## config.mk

```make
export PLATFORM = sky130hd
export DESIGN_NAME = muldiv_unit_flat
export DESIGN_NICKNAME = d
export VERILOG_FILES = /design/src/rtl/muldiv_pkg.sv /design/src/rtl/muldiv_if.sv /design/src/rtl/muldiv_iter.sv /design/src/rtl/muldiv_unit.sv /design/src/flat_wrapper.sv
export SDC_FILE = /design/constraint.sdc
export NUM_CORES = 1
export LEC_CHECK = 0
export BUFFER_PORTS_ARGS = -buffer_cell sky130_fd_sc_hd__buf_2
export CORE_AREA = 2 2 232 234
export DETAILED_ROUTE_END_ITERATION = 7
export DIE_AREA = 0 0 234 236
export GPL_TIMING_DRIVEN = 0
export SYNTH_ARGS = -nofsm -noshare
export SYNTH_HDL_FRONTEND = slang
export SYNTH_SLANG_ARGS = --single-unit
```

## constraint.sdc

```tcl
create_clock -name clk -period 17.1 [get_ports clk]
set_input_delay 1.71 -clock clk [delete_from_list [all_inputs] [get_ports clk]]
set_output_delay 1.71 -clock clk [all_outputs]
set_load 0.1 [all_outputs]
```

## src/rtl/muldiv_pkg.sv

```systemverilog
// Shared definitions for the iterative RV32M multiply/divide engine.
package muldiv_pkg;

  localparam int XLEN_P = 32;

  localparam logic [2:0] OP_MUL    = 3'b000;
  localparam logic [2:0] OP_MULH   = 3'b001;
  localparam logic [2:0] OP_MULHSU = 3'b010;
  localparam logic [2:0] OP_MULHU  = 3'b011;
  localparam logic [2:0] OP_DIV    = 3'b100;
  localparam logic [2:0] OP_DIVU   = 3'b101;
  localparam logic [2:0] OP_REM    = 3'b110;
  localparam logic [2:0] OP_REMU   = 3'b111;

  localparam logic [XLEN_P-1:0] DIV0_QUOT = 32'hFFFF_FFFF;
  localparam logic [XLEN_P-1:0] INT_MIN   = 32'h8000_0000;

  typedef enum logic [1:0] {
    IDLE = 2'd0,
    BUSY = 2'd1,
    DONE = 2'd2
  } state_e;

  function automatic logic op_a_signed(input logic [2:0] f3);
    return f3 inside {OP_MUL, OP_MULH, OP_MULHSU, OP_DIV, OP_REM};
  endfunction

  function automatic logic op_b_signed(input logic [2:0] f3);
    return f3 inside {OP_MUL, OP_MULH, OP_DIV, OP_REM};
  endfunction

endpackage

```

## src/rtl/muldiv_if.sv

```systemverilog
// EX-stage handshake between the pipeline and the multiply/divide engine.
interface muldiv_if #(parameter int XLEN = 32);
  logic            start;
  logic [2:0]      funct3;
  logic [XLEN-1:0] op_a;
  logic [XLEN-1:0] op_b;
  logic            flush;
  logic            stall;
  logic [XLEN-1:0] result;
  logic            done;

  modport master (output start, funct3, op_a, op_b, flush,
                  input  stall, result, done);
  modport slave  (input  start, funct3, op_a, op_b, flush,
                  output stall, result, done);
endinterface

```

## src/rtl/muldiv_iter.sv

```systemverilog
// One shift-add (multiply) or restoring trial-subtract (divide) step on the
// shared {hi, lo} accumulator.
module muldiv_iter #(
  parameter int XLEN = 32
) (
  input  logic              is_div_i,
  input  logic [2*XLEN-1:0] acc_i,
  input  logic [XLEN-1:0]   opnd_i,
  output logic [2*XLEN-1:0] acc_o
);

  logic [XLEN:0]   sum;
  logic [XLEN:0]   rem_sh;
  logic [XLEN-1:0] diff;
  logic            fits;

  always_comb begin
    sum    = {1'b0, acc_i[2*XLEN-1:XLEN]} + (acc_i[0] ? {1'b0, opnd_i} : {(XLEN+1){1'b0}});
    rem_sh = {acc_i[2*XLEN-1:XLEN], acc_i[XLEN-1]};
    fits   = rem_sh >= {1'b0, opnd_i};
    // The difference is below the divisor whenever it is used, so XLEN bits suffice.
    diff   = rem_sh[XLEN-1:0] - opnd_i;
    if (is_div_i) begin
      acc_o = {(fits ? diff : rem_sh[XLEN-1:0]), acc_i[XLEN-2:0], fits};
    end else begin
      acc_o = {sum, acc_i[XLEN-1:1]};
    end
  end

endmodule

```

## src/rtl/muldiv_unit.sv

```systemverilog
// Iterative RV32M multiply/divide engine; stalls the pipeline until the result
// is ready, then presents it for one cycle.
//   state | meaning
//   IDLE  | waiting for start; a start here stalls and latches operands
//   BUSY  | one iteration per cycle, 32 iterations
//   DONE  | result valid for one cycle, stall released
module muldiv_unit
  import muldiv_pkg::*;
#(
  parameter int XLEN  = 32,
  parameter int CNT_W = 5
) (
  input  logic     clk,
  input  logic     rst_n,
  muldiv_if.slave  bus
);

  state_e            state_q, state_d;
  logic [CNT_W-1:0]  cnt_q;
  logic [2*XLEN-1:0] acc_q, acc_init, acc_iter, prod;
  logic [XLEN-1:0]   opnd_q, opnd_init, result_q;
  logic [XLEN-1:0]   mag_a, mag_b, special_res, final_res, quot, rem;
  logic [2:0]        f3_q;
  logic              neg_q, neg_rem_q;
  logic              sign_a, sign_b, div_zero, div_ovf, is_special;
  logic              accept, last_iter;

  always_comb begin
    sign_a     = bus.op_a[XLEN-1] & op_a_signed(bus.funct3);
    sign_b     = bus.op_b[XLEN-1] & op_b_signed(bus.funct3);
    mag_a      = sign_a ? -bus.op_a : bus.op_a;
    mag_b      = sign_b ? -bus.op_b : bus.op_b;
    div_zero   = bus.funct3[2] && (bus.op_b == '0);
    div_ovf    = bus.funct3[2] && !bus.funct3[0] && (bus.op_a == INT_MIN) && (bus.op_b == '1);
    is_special = div_zero || div_ovf;
    if (div_zero) begin
      special_res = bus.funct3[1] ? bus.op_a : DIV0_QUOT;
    end else begin
      special_res = bus.funct3[1] ? '0 : INT_MIN;
    end
    // Divide keeps {remainder, dividend}; multiply keeps {product_hi, multiplier}.
    if (bus.funct3[2]) begin
      acc_init  = {{XLEN{1'b0}}, mag_a};
      opnd_init = mag_b;
    end else begin
      acc_init  = {{XLEN{1'b0}}, mag_b};
      opnd_init = mag_a;
    end
  end

  muldiv_iter #(.XLEN(XLEN)) u_iter (
    .is_div_i (f3_q[2]),
    .acc_i    (acc_q),
    .opnd_i   (opnd_q),
    .acc_o    (acc_iter)
  );

  always_comb begin
    prod = neg_q ? -acc_iter : acc_iter;
    quot = acc_iter[XLEN-1:0];
    rem  = acc_iter[2*XLEN-1:XLEN];
    case (f3_q)
      OP_MUL:                        final_res = prod[XLEN-1:0];
      OP_MULH, OP_MULHSU, OP_MULHU:  final_res = prod[2*XLEN-1:XLEN];
      OP_DIV, OP_DIVU:               final_res = neg_q ? -quot : quot;
      default:                       final_res = neg_rem_q ? -rem : rem;
    endcase
  end

  always_comb begin
    state_d   = state_q;
    accept    = (state_q == IDLE) && bus.start && !bus.flush;
    last_iter = (state_q == BUSY) && (cnt_q == CNT_W'(XLEN-1));
    case (state_q)
      IDLE:    if (bus.start) state_d = is_special ? DONE : BUSY;
      BUSY:    if (last_iter) state_d = DONE;
      DONE:    state_d = IDLE;
      default: state_d = IDLE;
    endcase
    if (bus.flush) state_d = IDLE;
  end

  always_ff @(posedge clk or negedge rst_n) begin
    if (!rst_n) begin
      state_q <= IDLE;
    end else begin
      state_q <= state_d;
    end
  end

  always_ff @(posedge clk or negedge rst_n) begin
    if (!rst_n) begin
      cnt_q     <= '0;
      acc_q     <= '0;
      opnd_q    <= '0;
      f3_q      <= '0;
      neg_q     <= 1'b0;
      neg_rem_q <= 1'b0;
      result_q  <= '0;
    end else if (accept) begin
      if (is_special) begin
        result_q <= special_res;
      end else begin
        cnt_q     <= '0;
        acc_q     <= acc_init;
        opnd_q    <= opnd_init;
        f3_q      <= bus.funct3;
        neg_q     <= sign_a ^ sign_b;
        neg_rem_q <= sign_a;
      end
    end else if ((state_q == BUSY) && !bus.flush) begin
      acc_q <= acc_iter;
      cnt_q <= cnt_q + 1'b1;
      if (last_iter) result_q <= final_res;
    end
  end

  assign bus.stall  = rst_n && !bus.flush &&
                      (((state_q == IDLE) && bus.start) || (state_q == BUSY));
  assign bus.done   = (state_q == DONE);
  assign bus.result = result_q;

endmodule

```

## src/flat_wrapper.sv

```systemverilog
// flat-port wrapper written by rule: the top's interface ports become plain ports
module muldiv_unit_flat import muldiv_pkg::*;
#(
  parameter int XLEN  = 32,
  parameter int CNT_W = 5
)
  (clk, rst_n, bus_start, bus_funct3, bus_op_a, bus_op_b, bus_flush, bus_stall, bus_result, bus_done);
  muldiv_if #(.XLEN(XLEN)) bus_i ();
  input  logic clk;
  input  logic rst_n;
  input wire logic [$bits(bus_i.start)-1:0] bus_start;
  input wire logic [$bits(bus_i.funct3)-1:0] bus_funct3;
  input wire logic [$bits(bus_i.op_a)-1:0] bus_op_a;
  input wire logic [$bits(bus_i.op_b)-1:0] bus_op_b;
  input wire logic [$bits(bus_i.flush)-1:0] bus_flush;
  output wire logic [$bits(bus_i.stall)-1:0] bus_stall;
  output wire logic [$bits(bus_i.result)-1:0] bus_result;
  output wire logic [$bits(bus_i.done)-1:0] bus_done;
  assign bus_i.start = bus_start;
  assign bus_i.funct3 = bus_funct3;
  assign bus_i.op_a = bus_op_a;
  assign bus_i.op_b = bus_op_b;
  assign bus_i.flush = bus_flush;
  assign bus_stall = bus_i.stall;
  assign bus_result = bus_i.result;
  assign bus_done = bus_i.done;
  muldiv_unit #(.XLEN(XLEN), .CNT_W(CNT_W)) u_core (.clk(clk), .rst_n(rst_n), .bus(bus_i));
endmodule
```

==> results of run 1 <==
## worst max path at each step
| stage | end | cells past startpoint |
|---|---|---|
| 2_1_floorplan | u_core.bus.result[18]$_DFFE_PN0P_ | 23 |
| 3_3_place_gp | u_core.bus.result[22]$_DFFE_PN0P_ | 23 |
| 3_5_place_dp | u_core.bus.result[18]$_DFFE_PN0P_ | 23 |
| 4_1_cts | u_core.bus.result[18]$_DFFE_PN0P_ | 23 |
| 5_1_grt | u_core.bus.result[30]$_DFFE_PN0P_ | 22 |
| 6_report | u_core.bus.result[22]$_DFFE_PN0P_ | 23 |
## final cells by class
| cell class | instances | area (um^2) |
|---|---|---|
| antenna | 3 | 7.507 |
| multi-input combinational | 1838 | 11390 |
| inverter | 68 | 255.2 |
| tap | 696 | 870.8 |
| buffer | 134 | 551.8 |
| clock inverter | 10 | 140.1 |
| sequential | 140 | 3503 |
| timing repair buffer | 104 | 551.8 |
| fill | 5698 | 35330 |
| clock buffer | 22 | 464.2 |
## cells by family after synthesis
| logic type | count (synthesis) | synth area share |
|---|---|---|
| fa+ha+maj | 73 | 0.05915 |
| flops | 140 | 0.2232 |
| buf+inv | 202 | 0.05142 |
| mux | 63 | 0.04129 |
| xor+xnor | 155 | 0.08650 |
| simple gates | 784 | 0.2368 |
| compound gates | 763 | 0.3017 |
## metrics by stage
step	area, um^2	worst slack [ns]	hold slack, ns	util	cells
finish	17740	6.236	0.4795	0.3342	3015
global route	17730	6.058	0.5169	0.3341	3012
CTS	17730	6.603	0.4880	0.3341	3012
detailed placement	17120	6.617	0.4748	0.3227	2980
global placement	17080	6.539	0.4838	0.3218	2978
floorplan	15700	11.05	0.4639	-	2180
## layer usage
layer	share of wire	GRT usage
met1	0.42	0.3496
met2	0.46	0.4311
met3	0.073	0.03046
met4	0.049	0.1268
met5	0	0
## state kept, by name, indices dropped and copies added, names as in the netlist
signal / count
u_core.acc_q: 64
u_core.bus.result: 32
u_core.cnt_q: 5
u_core.f3_q: 3
u_core.neg_q: 1
u_core.neg_rem_q: 1
u_core.opnd_q: 32
u_core.state_q: 2
## worst max-delay path: stages (launching register included)
cell and delay, ns:
dfrtp_1 0.32, clkbuf_1 0.50, buf_2 0.46, buf_1 0.88, clkbuf_1 0.93, clkbuf_1 0.52, clkbuf_1 0.73, clkbuf_1 0.93
buf_1 0.69, nand2_1 0.08, o21ai_0 0.18, ha_1 0.29, or3b_1 0.43, nor4_1 0.92, nand3_1 0.32, or2_1 0.29
clkbuf_1 0.30, o21ai_1 0.46, nand3_1 0.38, o31ai_1 0.37, xnor2_1 0.22, o22ai_1 0.14, a21oi_1 0.23, o211ai_1 0.11
## cell usage after synthesis, drive strengths merged (35+ instances only)
cell / n
nand2: 254
o21ai: 247
a21oi: 223
nor2: 203
dfrtp: 140
clkbuf: 106
xor2: 82
nand3: 78
xnor2: 73
ha: 71
inv: 67
nor3: 54
and2: 49
mux2i: 49
nand4: 35
o211ai: 35
## power breakdown
| part | switching, uW | internal, uW |
|---|---|---|
| registers | 129 | 417 |
| clock network | 152 | 237 |
| logic | 1350 | 685 |
| total | 1630 | 1340 |
==> flow_summary.json, run 1 <==
{
  "whs_path_depth": 2,
  "startpoint_type": "register",
  "layout_common_cells": "nand2_1, o21ai_0, a21oi_1",
  "nets": 2447,
  "fp.coreArea_um2": 53070,
  "tightest_slew_ns": 1.163,
  "p_per_area_nw_per_um2": 167.3,
  "ios": 105,
  "yosysWarnings": 0,
  "synth.area.top_cells": "dfrtp_1, o21ai_0, a21oi_1, nand2_1, ha_1",
  "start_util": 0.2957,
  "grt_start_max_net_pins": 81,
  "fin_skew_ns": 0.01700,
  "cts_buffer_depth": 2,
  "io_buffers": 102,
  "status": "completed",
  "vias_per_cell": 5.879,
  "post_cts_buffers": 0,
  "min_period_over_period": 0.6353,
  "layout_min_cycle_time_ns": 10.86,
  "clk_pin_slew_ns": 0.06,
  "vias": 17726,
  "synth_nets": 2324,
  "drtAntennaViolNets": 0,
  "place_congestion": 0.9926,
  "num_rows": 85,
  "regToRegStartpoint": "u_core.f3_q[2]$_DFFE_PN0P_",
  "ys_types": 92,
  "clock_sinks": 140,
  "routedWlPerCell_um": 24.75,
  "p_total_uw": 2967,
  "synth_flop_cell": "dfrtp_1",
  "reg2reg_depth": 23,
  "globalRouteTotalUtil": 0.2658,
  "postCtsResizedCells": 0,
  "clkLatencyLatePin_ns": 0.46,
  "async_flop_share": 1.000,
  "critPathCaptureType": "register",
  "antenna_found_initial": 3,
  "grt_pass1_wl_um": 108700,
  "hpwl_um": 61290,
  "die_h_um": 236,
  "synthCells": 2180,
  "hp-start": "u_core.bus.result[8]$_DFFE_PN0P_",
  "r2r-end": "u_core.bus.result[22]$_DFFE_PN0P_",
  "wirelength_um": 74620,
  "final_common_cell": "nand2_1",
  "leakagePower_uw": 0.007301,
  "grt_remaining_overflow": 0,
  "required_ns": 17.40,
  "finalSetupTns_ns": 0,
  "syn_area_per_cell_um2": 7.200,
  "die-width_um": 234,
  "finalMaxSlewViolations": 0,
  "die_area_um2": 55220,
  "drc": 0,
  "area_delta_synth_final_pct": 13.00,
  "hold_viol_final": 0,
  "drive_gt1_frac": 0.08506,
  "crit_start": "u_core.f3_q[2]$_DFFE_PN0P_",
  "ys_ff_latch": 140,
  "setup_viol": 0,
  "fmax_ghz": 0.09204,
  "synth_area_um2": 15700,
  "yosysSeqAreaShare": 0.2232,
  "drt-pass1-iter-count": 6,
  "synth_edf_count": 0,
  "rsz0062_at_grt": "false",
  "htree_levels": 4,
  "reg2reg_setup_slack_ns": 6.24,
  "slew_headroom": 0.2246,
  "maxCapViolCount": 0,
  "cp.arrival_ns": 11.17,
  "vdd_drop_max_mv": 0.08947,
  "hold_end": "u_core.bus.result[8]$_DFFE_PN0P_",
  "worstSetupPathType": "reg -> reg",
  "root_buffer": "clkbuf_16",
  "path_max_fanout": 10,
  "synth_top_area_share": 0.2232,
  "hold_class": "reg -> reg",
  "drtIter0Drc": 1732,
  "grt_pass1_vias": 17061,
  "tritoncts": "built",
  "synth_top_cell_by_area": "dfrtp_1",
  "cts_hold_buf": 0,
  "cts_buffers": 17
}
Note: power is estimated with default switching activity, not from simulation.
==> inputs of run 2 (changes only) <==
==> constraint.sdc (replaced) <==
create_clock -name clk -period 11 [get_ports clk]
set_input_delay 1.1 -clock clk [delete_from_list [all_inputs] [get_ports clk]]
set_output_delay 1.1 -clock clk [all_outputs]
set_load 0.1 [all_outputs]
==> run 2 against run 1 <==
- wire length fell by 0.14%
- via count grew 0.28%
- critical path depth decreased by 1
- largest cell class unchanged
- highest routed layer is now met5
==> flow_summary.json, run 2 (synthesis results as in run 1) <==
{
  "status": "completed",
  "htree_levels": 4,
  "root_buffer": "clkbuf_16",
  "min_period_over_period": 0.9234,
  "largest-register": "u_core.acc_q",
  "fp.coreArea_um2": 53070,
  "post_cts_buffers": 0,
  "fmax_ghz": 0.09846,
  "tritoncts": "built",
  "grt_remaining_overflow": 0,
  "hp-start": "u_core.bus.result[8]$_DFFE_PN0P_",
  "reg2reg_depth": 22,
  "antenna_found_initial": 3,
  "fin_skew_ns": 0.01702,
  "setup_viol": 0,
  "grt_start_max_net_pins": 81,
  "grt_pass1_vias": 17061,
  "drtAntennaViolNets": 0,
  "finalMaxSlewViolations": 0,
  "leakagePower_uw": 0.007303,
  "grt_pass1_wl_um": 108700,
  "vias_per_cell": 5.901,
  "critPathCaptureType": "register",
  "p_per_area_nw_per_um2": 260.4,
  "regToRegStartpoint": "u_core.f3_q[2]$_DFFE_PN0P_",
  "die-width_um": 234,
  "drtIter0Drc": 1812,
  "r2r-end": "u_core.bus.result[22]$_DFFE_PN0P_",
  "vdd_drop_max_mv": 0.1400,
  "nets": 2446,
  "ff_latch_area_um2": 3503,
  "drive_gt1_frac": 0.08510,
  "reg2reg_setup_slack_ns": 0.84,
  "layout_common_cells": "nand2_1, o21ai_0, a21oi_1",
  "io_buffers": 102,
  "clock_sinks": 140,
  "hold_end": "u_core.bus.result[8]$_DFFE_PN0P_",
  "maxCapViolCount": 0,
  "met1_length_um": 31500,
  "dp_cells": 2980,
  "drc": 0,
  "final_common_cell": "nand2_1",
  "tightest_slew_ns": 1.159,
  "routed.top_layer": "met5",
  "globalRouteTotalUtil": 0.2658,
  "whs_path_depth": 2,
  "vias": 17775,
  "ios": 105,
  "multi_input_area_um2": 11390,
  "finalSetupTns_ns": 0,
  "clkLatencyLatePin_ns": 0.46,
  "routedWlPerCell_um": 24.74,
  "die_area_um2": 55220,
  "largest_reg_flops": 64,
  "met3WireLength_um": 5463,
  "startpoint_type": "register",
  "required_ns": 11.31,
  "area_delta_synth_final_pct": 12.99,
  "rsz0062_at_grt": "false",
  "n_fill_cell": 5699,
  "routed-wl-met2_um": 33890,
  "slew_headroom": 0.2273,
  "die_h_um": 236,
  "fin_cells": 3012,
  "cts_buffers": 17,
  "hold_class": "reg -> reg",
  "start_util": 0.2957,
  "hpwl_um": 61290,
  "layout_min_cycle_time_ns": 10.16,
  "path_max_fanout": 19,
  "hold_viol_final": 0,
  "clk_pin_slew_ns": 0.06,
  "cts_buffer_depth": 2,
  "cp.arrival_ns": 10.46,
  "drt-pass1-iter-count": 6,
  "num_rows": 85,
  "wirelength_um": 74520,
  "worstSetupPathType": "reg -> reg",
  "place_congestion": 0.9926
}
## run 2: cell count changes in the layout (fill, tap and decap cells not counted), sizes merged
cell,before,now
diode,3,1
clkbuf,128,127
buf,132,131
clkdlybuf4s15,0,1
## run 2: critical path, cell delays in order, from the launching register on
cell	delay (ns)
dfrtp_1	0.32
clkbuf_1	0.52
buf_2	0.70
clkdlybuf4s15_1	0.90
clkbuf_1	0.53
clkbuf_1	0.70
clkbuf_1	0.92
buf_1	0.68
nand2_1	0.08
o21ai_0	0.18
ha_1	0.29
or3b_1	0.43
nor4_1	0.93
nand3_1	0.32
or2_1	0.29
clkbuf_1	0.30
o21ai_1	0.45
nand3_1	0.39
o31ai_1	0.37
xnor2_1	0.21
o22ai_1	0.13
a21oi_1	0.24
o211ai_1	0.11
## run 2: layer usage
metal | GRT usage | up-vias
met4 | 0.1268 | 2
met1 | 0.3496 | 8521
met2 | 0.4311 | 878
met3 | 0.03046 | 155
li1 | - | 8219
met5 | 0 | -
## run 2: worst max path at each step
stage / end / depth (start not counted) / slack (ns) / start
3_5_place_dp: u_core.bus.result[18]$_DFFE_PN0P_ / 23 / 0.52 / u_core.f3_q[2]$_DFFE_PN0P_
2_1_floorplan: u_core.bus.result[18]$_DFFE_PN0P_ / 23 / 4.95 / u_core.f3_q[2]$_DFFE_PN0P_
5_1_grt: u_core.bus.result[30]$_DFFE_PN0P_ / 21 / 0.51 / u_core.f3_q[2]$_DFFE_PN0P_
4_1_cts: u_core.bus.result[18]$_DFFE_PN0P_ / 23 / 0.50 / u_core.f3_q[2]$_DFFE_PN0P_
3_3_place_gp: u_core.bus.result[22]$_DFFE_PN0P_ / 23 / 0.44 / u_core.f3_q[2]$_DFFE_PN0P_
6_report: u_core.bus.result[22]$_DFFE_PN0P_ / 22 / 0.84 / u_core.f3_q[2]$_DFFE_PN0P_
## run 2: area by class of cell
type | count | area share
repair buffers | 104 | 0.03112
well taps | 696 | 0.04911
flip-flops and latches | 140 | 0.1976
multi-input cells | 1838 | 0.6423
inverters | 68 | 0.01439
plain buffers | 133 | 0.03126
clock inverters | 10 | 0.007902
diodes | 1 | 0.0001411
clock buffers | 22 | 0.02618
## run 2: what timing repair did
action,CTS,global route
endpoints found under the setup margin,0,1
gates resized for setup,0,2
hold buffers,0,0
## run 2: report_power, final
part | leakage (uW) | switching [uW] | internal [uW]
clock network | 0.000286 | 237 | 368
registers | 0.00175 | 203 | 648
logic | 0.00526 | 2100 | 1070
## run 2: metrics by stage
stage          cell area (um^2)  power, uW  hold slack, ns  utilization  setup slack (ns)
2_1_floorplan             15700       2912          0.4639            -             4.951
3_3_place_gp              17080       3879          0.4838       0.3218            0.4391
3_5_place_dp              17120       3897          0.4748       0.3227            0.5174
4_1_cts                   17730       4521          0.4880       0.3341            0.5026
5_1_grt                   17730       4900          0.5169       0.3341            0.5107
6_report                  17730       4618          0.4798       0.3342            0.8431
